[src/rtl/apb_pkg.sv]
// Shared types and constants for the APB initiator.
package apb_pkg;

    typedef enum logic [1:0] {IDLE, SETUP, ACCESS} apb_state_e;

    localparam int APB_WIN_BITS = 12;

endpackage

[src/rtl/apb_addr_decoder.sv]
// Maps the upper address bits onto one of NUM_SLAVES 4 KB APB windows.
module apb_addr_decoder
    import apb_pkg::*;
#(
    parameter int          NUM_SLAVES = 4,
    parameter logic [31:0] BASE_ADDR  = 32'h1000_0000
) (
    input  logic [31:APB_WIN_BITS] addr_i,
    output logic                   hit_o,
    output logic [3:0]             idx_o
);

    localparam logic [4:0] NS = 5'(NUM_SLAVES);

    assign idx_o = addr_i[APB_WIN_BITS+3:APB_WIN_BITS];
    assign hit_o = (addr_i[31:16] == BASE_ADDR[31:16]) && ({1'b0, idx_o} < NS);

endmodule

[src/rtl/apb_master.sv]
// APB initiator: one CPU request at a time, decoded onto a PSEL window,
// SETUP/ACCESS sequencing with a bounded wait and a one-cycle response.
module apb_master
    import apb_pkg::*;
#(
    parameter int          NUM_SLAVES = 4,
    parameter logic [31:0] BASE_ADDR  = 32'h1000_0000,
    parameter int          TIMEOUT    = 16
) (
    input  logic                        PCLK,
    input  logic                        PRESET,
    input  logic                        req_valid,
    output logic                        req_ready,
    input  logic [31:0]                 req_addr,
    input  logic [31:0]                 req_wdata,
    input  logic                        req_write,
    output logic                        rsp_valid,
    output logic [31:0]                 rsp_rdata,
    output logic                        rsp_err,
    output logic [31:0]                 PADDR,
    output logic [31:0]                 PWDATA,
    output logic                        PWRITE,
    output logic [NUM_SLAVES-1:0]       PSEL,
    output logic                        PENABLE,
    input  logic [NUM_SLAVES-1:0][31:0] PRDATA,
    input  logic [NUM_SLAVES-1:0]       PREADY
);

    localparam int CW = (TIMEOUT > 1) ? $clog2(TIMEOUT) : 1;

    apb_state_e            state_q;
    logic [CW-1:0]         cnt_q;
    logic [31:0]           paddr_q, pwdata_q, rsp_rdata_q;
    logic                  pwrite_q, penable_q, rsp_valid_q, rsp_err_q;
    logic [NUM_SLAVES-1:0] psel_q;

    logic [31:APB_WIN_BITS] dec_addr;
    logic                   dec_hit;
    logic [3:0]             dec_idx;
    logic [NUM_SLAVES-1:0]  sel_onehot;
    logic                   sel_ready;
    logic [31:0]            sel_rdata;

    // Decode the live request while idle, the held PADDR during a transfer,
    // so one decoder serves both the PSEL choice and the PREADY/PRDATA mux.
    assign dec_addr = (state_q == IDLE) ? req_addr[31:APB_WIN_BITS]
                                        : paddr_q[31:APB_WIN_BITS];

    apb_addr_decoder #(
        .NUM_SLAVES (NUM_SLAVES),
        .BASE_ADDR  (BASE_ADDR)
    ) u_dec (
        .addr_i (dec_addr),
        .hit_o  (dec_hit),
        .idx_o  (dec_idx)
    );

    always_comb begin
        sel_onehot = '0;
        sel_ready  = 1'b0;
        sel_rdata  = '0;
        for (int s = 0; s < NUM_SLAVES; s++) begin
            if (dec_idx == 4'(s)) begin
                sel_onehot[s] = 1'b1;
                sel_ready     = PREADY[s];
                sel_rdata     = PRDATA[s];
            end
        end
    end

    always_ff @(posedge PCLK or posedge PRESET) begin
        if (PRESET) begin
            state_q     <= IDLE;
            cnt_q       <= '0;
            paddr_q     <= '0;
            pwdata_q    <= '0;
            pwrite_q    <= 1'b0;
            psel_q      <= '0;
            penable_q   <= 1'b0;
            rsp_valid_q <= 1'b0;
            rsp_err_q   <= 1'b0;
            rsp_rdata_q <= '0;
        end else begin
            rsp_valid_q <= 1'b0;
            rsp_err_q   <= 1'b0;
            rsp_rdata_q <= '0;
            case (state_q)
                IDLE: begin
                    if (req_valid) begin
                        paddr_q  <= req_addr;
                        pwdata_q <= req_wdata;
                        pwrite_q <= req_write;
                        if (dec_hit) begin
                            state_q <= SETUP;
                            psel_q  <= sel_onehot;
                        end else begin
                            rsp_valid_q <= 1'b1;
                            rsp_err_q   <= 1'b1;
                        end
                    end
                end
                SETUP: begin
                    state_q   <= ACCESS;
                    penable_q <= 1'b1;
                    cnt_q     <= '0;
                end
                ACCESS: begin
                    // A ready on the final allowed cycle still completes normally.
                    if (sel_ready) begin
                        state_q     <= IDLE;
                        psel_q      <= '0;
                        penable_q   <= 1'b0;
                        rsp_valid_q <= 1'b1;
                        rsp_rdata_q <= pwrite_q ? 32'h0 : sel_rdata;
                    end else if (cnt_q == CW'(TIMEOUT - 1)) begin
                        state_q     <= IDLE;
                        psel_q      <= '0;
                        penable_q   <= 1'b0;
                        rsp_valid_q <= 1'b1;
                        rsp_err_q   <= 1'b1;
                    end else begin
                        cnt_q <= cnt_q + 1'b1;
                    end
                end
                default: begin
                    state_q   <= IDLE;
                    psel_q    <= '0;
                    penable_q <= 1'b0;
                end
            endcase
        end
    end

    assign req_ready = (state_q == IDLE);
    assign rsp_valid = rsp_valid_q;
    assign rsp_err   = rsp_err_q;
    assign rsp_rdata = rsp_rdata_q;
    assign PADDR     = paddr_q;
    assign PWDATA    = pwdata_q;
    assign PWRITE    = pwrite_q;
    assign PSEL      = psel_q;
    assign PENABLE   = penable_q;

endmodule

[config.mk]
export PLATFORM = sky130hd
export DESIGN_NAME = apb_master
export DESIGN_NICKNAME = d
export VERILOG_FILES = /design/src/rtl/apb_pkg.sv /design/src/rtl/apb_addr_decoder.sv /design/src/rtl/apb_master.sv
export SDC_FILE = /design/constraint.sdc
export NUM_CORES = 1
export LEC_CHECK = 0
export CAP_MARGIN = 20
export CORE_AREA = 2 2 118 120
export CTS_CLUSTER_SIZE = 20
export DETAILED_ROUTE_END_ITERATION = 10
export DIE_AREA = 0 0 120 122
export PLACE_DENSITY = 0.81
export SYNTH_ARGS = -nofsm -noshare
export SYNTH_HDL_FRONTEND = slang
export SYNTH_SLANG_ARGS = --single-unit
[constraint.sdc]
create_clock -name PCLK -period 11.5 [get_ports PCLK]
set_input_delay 2.3 -clock PCLK [delete_from_list [all_inputs] [get_ports PCLK]]
set_output_delay 2.3 -clock PCLK [all_outputs]
set_load 0.05 [all_outputs]
==> results.md, run 1 <==
- Worst Max-Slew Pin Slew: 937 ps
- Post-synth top area share: 54.6%
- Worst-path fanout max: 34
- Crit path max-delay family: simple AND/OR/NAND/NOR gates
- First-pass GRT wire length: 24100 µm
- Register area share after synthesis: 54.6%
- Clock Path Buffers: 2
- Fillers: roughly 1100
- Syn Nets: 611
- Synth Flop Type: dfrtp_1
- # diodes: 0
- Worst path max stage delay: roughly 860 ps
- Setup TNS: 0 ps
- Pleak: 3.42 nW
- Antenna violations before repair: 0
- DRC viols: 0
- Leading area contributor after synthesis: dfrtp_1
- Maximum clock frequency: 0.190 GHz
- Port Buffers: 304
- DIE HEIGHT: 122 µm
- Synth Warn #: 0
- Cts bufs inserted: 9
- Final wirelength: 16300 µm
- Initial core utilization: 37.3%
- Mapped cell area: between 5000 and 6000 µm²
- H-tree levels: 3
- CTS tree: done
- Post-synth EDFFs: 0
- Pins Over Slew Limit: 0
- Worst EP arrival: approximately 5500 ps
- I/O pins: around 310
- Critical path cell sequence: clkdlybuf4s50_1 > nor4b_1 > a31oi_4 > o2bb2ai_1 > o21ai_2 > or3_2 > a311oi_2
- RD Place Congestion: around 0.85
- WL per Instance: 18.4 µm
- Status: finished, final reports clean
- Total chip power: roughly 1 mW
- WS Path Type: in2reg
- Maxcap violations: 0
- Clk_lat worst skew: 340 ps
- Antenna Violating Nets Remaining: 0
- Largest net degree at the start of global routing: 69
- Maximum VDD drop: 0.0000608 V
- Nets@finish: 900
- Post-synth cell types: 43
- Mapped Cells: 410
- DP HPWL: 12600 µm
- WP buf/inv: 1
- Required @ worst endpoint: 11730 ps
- Row cnt: between 40 and 50
- Routed via count: 4590
- Final Skew: about 7.0 ps
- Tot GR Track Use: 21.3%
- Setup violators final: 0
- Postcts setup bufs: 0
- Count leader, synth: dfrtp_1
- Number of synthesized register bits: 110
- Final Hold Fails: 0
- Post-cts resize count: 0
- Worst-path clk slew: 70 ps
- DR pass1 iterations: 4
- Slowest CP cell: or3_2
- Post-synth ARST share: between 90% and 100%
- Hold buffer count at cts: 0
- Iteration-0 DRC Markers: between 200 and 250
- CTS root buf: clkbuf_16
- Die area: 14600 µm²
- Setup crit end kind: flop
- Synth area leaders: dfrtp_1 (55%), mux2_2 (14%), a311oi_2 (8.9%)
- Area growth, synth to finish: 69.7%
- Clock tree sinks: 110
- Max-slew headroom: 37.5%
- RSZ-0062 raised after global routing: no
- Synth top cells by count: dfrtp_1 (110), nand2_1 (73), mux2_2 (64)
- Vias per cell: 5.19
- Core ar.: approximately 14000 µm²
- Share of layout cells above drive strength 1: between 10% and 20%
- Die Wd: 120 µm
- Crit share post-route: 45.8%
- Post-layout minimum cycle time: ~5300 ps
- Vias in the first global route: roughly 4600
- Hold crit path type: reg2reg
- Mean Syn Cell Area: 12.3 µm²
- Startpoint Class: input port
- Pwr/cell area: 118 nW/µm²
- Total gr overflow: 0
==> final cells by class <==
type | instances | area [µm²] | share of cell area [%]
clock buffers | 11 | 233 | 2.72
clock inverters | 5 | 66.3 | 0.775
inverters | 6 | 25.0 | 0.292
multi-input cells | 262 | 2130 | 24.8
repair buffers | 310 | 3130 | 36.6
well taps | 180 | 225 | 2.63
flip-flops and latches | 110 | 2750 | 32.2
==> power by group <==
group	internal, mW	leakage, nW	switching (mW)	total, mW
combinational	0.128	1.89	0.146	0.274
clock	0.172	0.142	0.141	0.313
sequential	0.410	1.38	0.0134	0.423
==> state kept, by name, summed over array words and instances, names as in the netlist <==
register,cells
PWDATA,32
rsp_rdata,32
rsp_err,1
PADDR,32
PSEL,4
PWRITE,1
rsp_valid,1
state_q,2
cnt_q,4
PENABLE,1
==> stage by stage <==
step                hold slack [ps]  cells  utilization, %  cell area [µm²]  worst slack (ps)
CTS                             503    882            62.9             8500              6260
global route                    516    884            63.4             8560              6030
global placement                477    866            60.7             8200              6050
finish                          499    884            63.4             8560              6230
floorplan                       497    410               -             5040              6300
detailed placement              484    866            60.7             8200              5880
==> layer usage <==
metal / GRT usage [%] / vias to the layer above / part of all wire (%)
met4: 8.16 / 0 / 2.5
met3: 4.54 / 32 / 8.5
met2: 39.5 / 274 / 52
li1: - / 2104 / -
met5: 0 / - / 0
met1: 23.9 / 2180 / 37
==> final timing paths <==
kind,startpoint,to,slack [ps],depth (start not counted)
setup reg to reg,state_q[0],rsp_rdata[5],7980,6
hold reg to reg,PSEL[0],PSEL[0],500,1
setup / recovery,req_addr[13],rsp_rdata[5],6230,7
hold / removal,PSEL[0],PSEL[0],500,1
min in group asynchronous,PRESET,PADDR[20],2350,2
max in group asynchronous,PRESET,rsp_rdata[24],7880,3
==> kinds of logic after synthesis <==
group	after synthesis	synth area share, %
multiplexers	65	14.7
buffers and inverters	38	3.57
AO/OA/AOI/OAI	93	17.7
adder cells (fa/ha/maj)	1	0.248
AND/OR/NAND/NOR	103	9.13
flip-flops	110	54.6
==> layout by cell type, fill, tap and decap left out, types with 2 or more instances in the layout <==
master,n
a21oi_1,2
a22o_1,3
a311oi_1,2
a311oi_2,30
a31oi_1,3
and3_1,6
buf_16,2
buf_4,4
clkbuf_1,2
clkbuf_16,9
clkdlybuf4s50_1,304
dfrtp_1,110
inv_1,4
mux2_2,64
nand2_1,73
nand2b_1,2
nand3_1,2
nor2_1,6
nor4_1,4
nor4b_1,3
o21a_1,2
o21ai_0,3
o22ai_1,33
o2bb2ai_1,4
==> worst reg2reg max path, stage by stage (launching register included) <==
cell and delay [ps]:
dfrtp_1 570, or2_1 430, a31oi_4 810, o2bb2ai_1 230
o21ai_2 380, or3_2 780, a311oi_2 160
No activity file was read; power rests on OpenSTA's default activity.
==> run 2, diff against run 1 <==
CORE_AREA = unset   (was 2 2 118 120)
CORE_UTILIZATION = 38   (was unset)
DIE_AREA = unset   (was 0 0 120 122)
PLACE_DENSITY = 0.82   (was 0.81)
clock period = 5.3 ns   (was 11.5 ns; I/O delays follow)
==> results.md, run 2 (same netlist as run 1, synthesis figures left out) <==
- Status: finished, final reports clean
- Final Skew: 12.9 ps
- CTS root buf: clkbuf_16
- Crit path max-delay family: simple AND/OR/NAND/NOR gates
- CTS tree: done
- Routed via count: 4490
- Initial core utilization: 39.5%
- Maximum clock frequency: 0.250 GHz
- Clock tree sinks: 110
- Setup TNS: 0 ps
- Total chip power: approximately 2.2 mW
- # diodes: 0
- Vias in the first global route: approximately 4400
- I/O pins: 305
- Pleak: 3.43 nW
- Nets@finish: 900
- Worst EP arrival: roughly 4200 ps
- Startpoint Class: input port
- Die area: 13700 µm²
- Clock power frac: approximately 33%
- Die Wd: 117 µm
- Port Buffers: 304
- Iteration-0 DRC Markers: 209
- Post-Place Worst Slack: 888 ps
- Worst-path fanout max: 34
- Share of layout cells above drive strength 1: 17.8%
- Final wirelength: 15600 µm
- Logic pwr share: 26.4%
- Commonest non-fill, non-tap cell in the layout: clkdlybuf4s50_1
- Pins Over Slew Limit: 0
- R2R Path Start: state_q[0]
- Post-layout minimum cycle time: 4000 ps
- WS Path Type: in2reg
- Antenna Violating Nets Remaining: 0
- Setup crit end kind: flop
- Pwr/cell area: 262 nW/µm²
- Hold crit path type: reg2reg
- Grt peak-use layer: met2
- Sw Ratio: 29.3%
- Switch Pwr: 659 µW
- M1 GR Usage: 23.6%
- WL per Instance: 17.8 µm
- Worst-path clk slew: about 70 ps
- Area growth, synth to finish: 70.0%
- H-tree levels: 3
- Clock Path Buffers: 2
- Cts bufs inserted: 9
- Area of the multi-input gates: 2130 µm²
- Critical path cell sequence: clkdlybuf4s50_1 > nor4b_1 > a31oi_4 > o2bb2ai_1 > o21ai_2 > or3_2 > a311oi_1
- Worst path max stage delay: 880 ps
- R2R setup slack: between 1500 and 2000 ps
- Worst Hold Depth: 2
- Placed Area: ~8000 µm²
- Final Hold Fails: 0
- Worst Reg-to-Reg Cells: 8
- Hold buffer count at cts: 0
- Postcts setup bufs: 0
- Internal Power: 1.59 mW
- Required @ worst endpoint: about 5500 ps
- WP buf/inv: 1
- Max-slew headroom: 27.6%
- Largest net degree at the start of global routing: 81
- Fillers: 914
- Most frequent cells in the layout: clkdlybuf4s50_1 (304), dfrtp_1 (110), nand2_1 (73), mux2_2 (64), o22ai_1 (33)
- Maximum VDD drop: 0.000138 V
- DIE HEIGHT: around 120 µm
- Vias per cell: around 5
- RD Place Congestion: roughly 0.86
- Final core occ: between 60 and 70%
- Design area: about 8600 µm²
- RSZ-0062 raised after global routing: no
- Setup violators final: 0
- Sequential power share: 40.8%
- Post-cts resize count: 0
- Maxcap violations: 0
- Antenna violations before repair: 0
- Crit share post-route: between 70% and 80%
- DRC viols: 0
- Met3 Use GR: under 10%
- DP HPWL: about 12000 µm
- Fin worst setup slack: 1300 ps
- Reg-to-reg endpoint: rsp_rdata[0]
- Worst Max-Slew Pin Slew: 1080 ps
- Row cnt: 41
- Slowest CP cell: or3_2
- Hold path startpoint: PENABLE
- Core ar.: 12800 µm²
- Hold Crit Endpoint: PENABLE
- M2 GR Usage: 41.2%
- Total gr overflow: 0
- Tot GR Track Use: 22.2%
- First-pass GRT wire length: 22500 µm
- Clk_lat worst skew: 350 ps
- DR pass1 iterations: 4
- Register area: 2750 µm²
==> run 2: cell count changes in the layout (fill, tap and decap cells not counted) <==
cell,before,now
buf_8,0,2
clkbuf_1,2,0
buf_16,2,1
buf_4,4,3
bufinv_16,1,2
clkinv_2,0,1
clkinv_4,1,0
inv_8,1,2
==> run 2: worst max path at each step <==
stage	startpoint	endpoint	slack, ps	depth (start not counted)
floorplan	PRESET	PADDR[0]	1340	1
detailed placement	req_addr[13]	rsp_rdata[0]	890	7
CTS	req_addr[13]	rsp_rdata[0]	1280	7
finish	req_addr[13]	rsp_rdata[0]	1300	7
global route	req_addr[13]	rsp_rdata[0]	1080	7
global placement	req_addr[13]	rsp_rdata[31]	1100	7
==> run 2: power by group through the flow <==
stage	Combinational, mW	Clock, mW	Sequential [mW]
floorplan	0.123	0	1.11
global placement	0.584	0	0.930
detailed placement	0.591	0	0.933
CTS	0.594	0.753	0.917
global route	0.622	0.780	0.923
finish	0.592	0.739	0.916
==> run 2: worst register-to-register path, stage by stage, from the launching register on <==
cell,delay [ps]
dfrtp_1,570
or2_1,430
inv_2,140
mux2i_4,210
buf_4,460
a21boi_2,310
o21ai_2,140
or3_2,880
a311oi_1,440
==> run 2: per-layer routing <==
metal | vias to the layer above | share of wire [%]
met5 | - | 0
met4 | 0 | 3.5
met3 | 35 | 7.5
met2 | 225 | 53
met1 | 2128 | 36
li1 | 2102 | -
==> run 2: per-stage QoR <==
step	hold WS [ps]	instances
after floorplan	497	410
after global placement	482	857
after detailed placement	487	858
after CTS	504	874
after global routing	525	876
final	501	876
==> run 2: cell type report <==
class / instances / area share (%)
Clock buffer: 9 / 2.63
Clock inverter: 7 / 1.21
Tap cell: 172 / 2.51
Timing Repair Buffer: 310 / 36.4
Inverter: 6 / 0.292
Sequential cell: 110 / 32.1
Multi-Input combinational cell: 262 / 24.8
==> run 3, diff against run 2 <==
clock period = 3.7 ns   (was 5.3 ns; I/O delays follow)
==> results.md, run 3 (same netlist as run 1, synthesis figures left out) <==
- Status: finished, final reports clean
- Startpoint Class: input port
- Final core occ: 67.1%
- Total chip power: 3.13 mW
- DRC viols: 0
- Final Hold Fails: 0
- Vias in the first global route: 4689
- # diodes: 0
- Port Buffers: a little over 300
- WS Path Type: in2reg
- Core ar.: 12800 µm²
- Worst EP arrival: 3440 ps
- M1 GR Usage: about 23%
- Placed Area: 8250 µm²
- Largest net degree at the start of global routing: 66
- DP HPWL: 12200 µm
- Vias per cell: 5.16
- RD Place Congestion: 0.830
- I/O pins: around 310
- Inst Count DP: 862
- Initial core utilization: 39.5%
- Setup crit end kind: flop
- Final Skew: around 10 ps
- Maximum VDD drop: 0.000201 V
- Tot GR Track Use: 22.5%
- Commonest non-fill, non-tap cell in the layout: clkdlybuf4s50_1
- Worst-path fanout max: 32
- Pwr/cell area: ~360 nW/µm²
- Fin worst setup slack: 493 ps
- Post-cts resize count: 0
- Most frequent cells in the layout: clkdlybuf4s50_1 (304), dfrtp_1 (110), nand2_1 (73), mux2_2 (64), o22ai_1 (33)
- Maximum clock frequency: ~0.31 GHz
- DIE HEIGHT: between 100 and 150 µm
- Pleak: 3.43 nW
- Layout Cells excl Fill: 878
- Hold buffer count at cts: 0
- Area of the multi-input gates: 2130 µm²
- Postcts setup bufs: 0
- Row cnt: 41
- WL per Instance: 17.9 µm
- Iteration-0 DRC Markers: 207
- Die Wd: 117 µm
- Register area: 2750 µm²
- Antenna violations before repair: 0
- Clock Path Buffers: 2
- First-pass GRT wire length: roughly 23000 µm
- Crit share post-route: 86.7%
- Clk_lat worst skew: ~340 ps
- Nets@finish: about 900
- Setup violators final: 0
- Cts bufs inserted: 9
- Hold Worst Slack: between 400 and 500 ps
- Post-layout minimum cycle time: 3210 ps
- Antenna Violating Nets Remaining: 0
- Worst Max-Slew Pin Slew: 592 ps
- Grt peak-use layer: met2
- Worst-path clk slew: about 70 ps
- DR pass1 iterations: 4
- Design area: 8570 µm²
- M2 GR Usage: 42.0%
- CTS root buf: clkbuf_16
- Fillers: 922
- Routed via count: 4534
- CTS tree: done
- Final wirelength: 15700 µm
- H-tree levels: 3
- Required @ worst endpoint: 3930 ps
- Met3 Use GR: 6.39%
- Clock tree sinks: between 100 and 150
- Total gr overflow: 0
- RSZ-0062 raised after global routing: no
- Post-Place Worst Slack: 144 ps
- Die area: 13700 µm²
- Setup TNS: 0 ps
- Maxcap violations: 0
- Max-slew headroom: 60.4%
- Hold crit path type: reg2reg
- Pins Over Slew Limit: 0
- Share of layout cells above drive strength 1: roughly 18%
- Area growth, synth to finish: 70.0%
-- run 3: worst max-delay path, stage by stage --
cell and delay (ps):
clkdlybuf4s50_1 600, nor4b_1 480, a31oi_4 60, o2bb2ai_1 250, o21ai_2 190, or3_2 470
buf_4 290, a311oi_1 320
-- run 3: final cells by class --
| cell class | instances | area share (%) |
|---|---|---|
| Timing Repair Buffer | 313 | 36.8 |
| Sequential cell | 110 | 32.1 |
| Multi-Input combinational cell | 262 | 24.8 |
| Clock buffer | 11 | 2.83 |
| Tap cell | 172 | 2.51 |
| Clock inverter | 4 | 0.642 |
| Inverter | 6 | 0.292 |
-- run 3: metal layers --
metal | vias to the layer above | wire [µm] | part of all wire (%)
li1 | 2107 | - | -
met2 | 237 | 8230 | 52
met1 | 2146 | 5560 | 35
met5 | - | 0 | 0
met3 | 44 | 1250 | 8.0
met4 | 0 | 660 | 4.2
-- run 3: power by group --
part	internal, mW	switching, mW	total, mW
sequential	1.27	0.0394	1.31
combinational	0.399	0.453	0.852
clock	0.544	0.419	0.963
-- run 3: path summary, 6_finish.rpt --
check	from	endpoint	slack (ps)	cells past startpoint
max	req_addr[13]	rsp_rdata[31]	490	8
min	PSEL[2]	PSEL[2]	500	1
max reg2reg	state_q[0]	rsp_rdata[31]	740	8
min reg2reg	PSEL[2]	PSEL[2]	500	1
max in group asynchronous	PRESET	rsp_rdata[28]	2190	3
min in group asynchronous	PRESET	PWDATA[14]	810	2
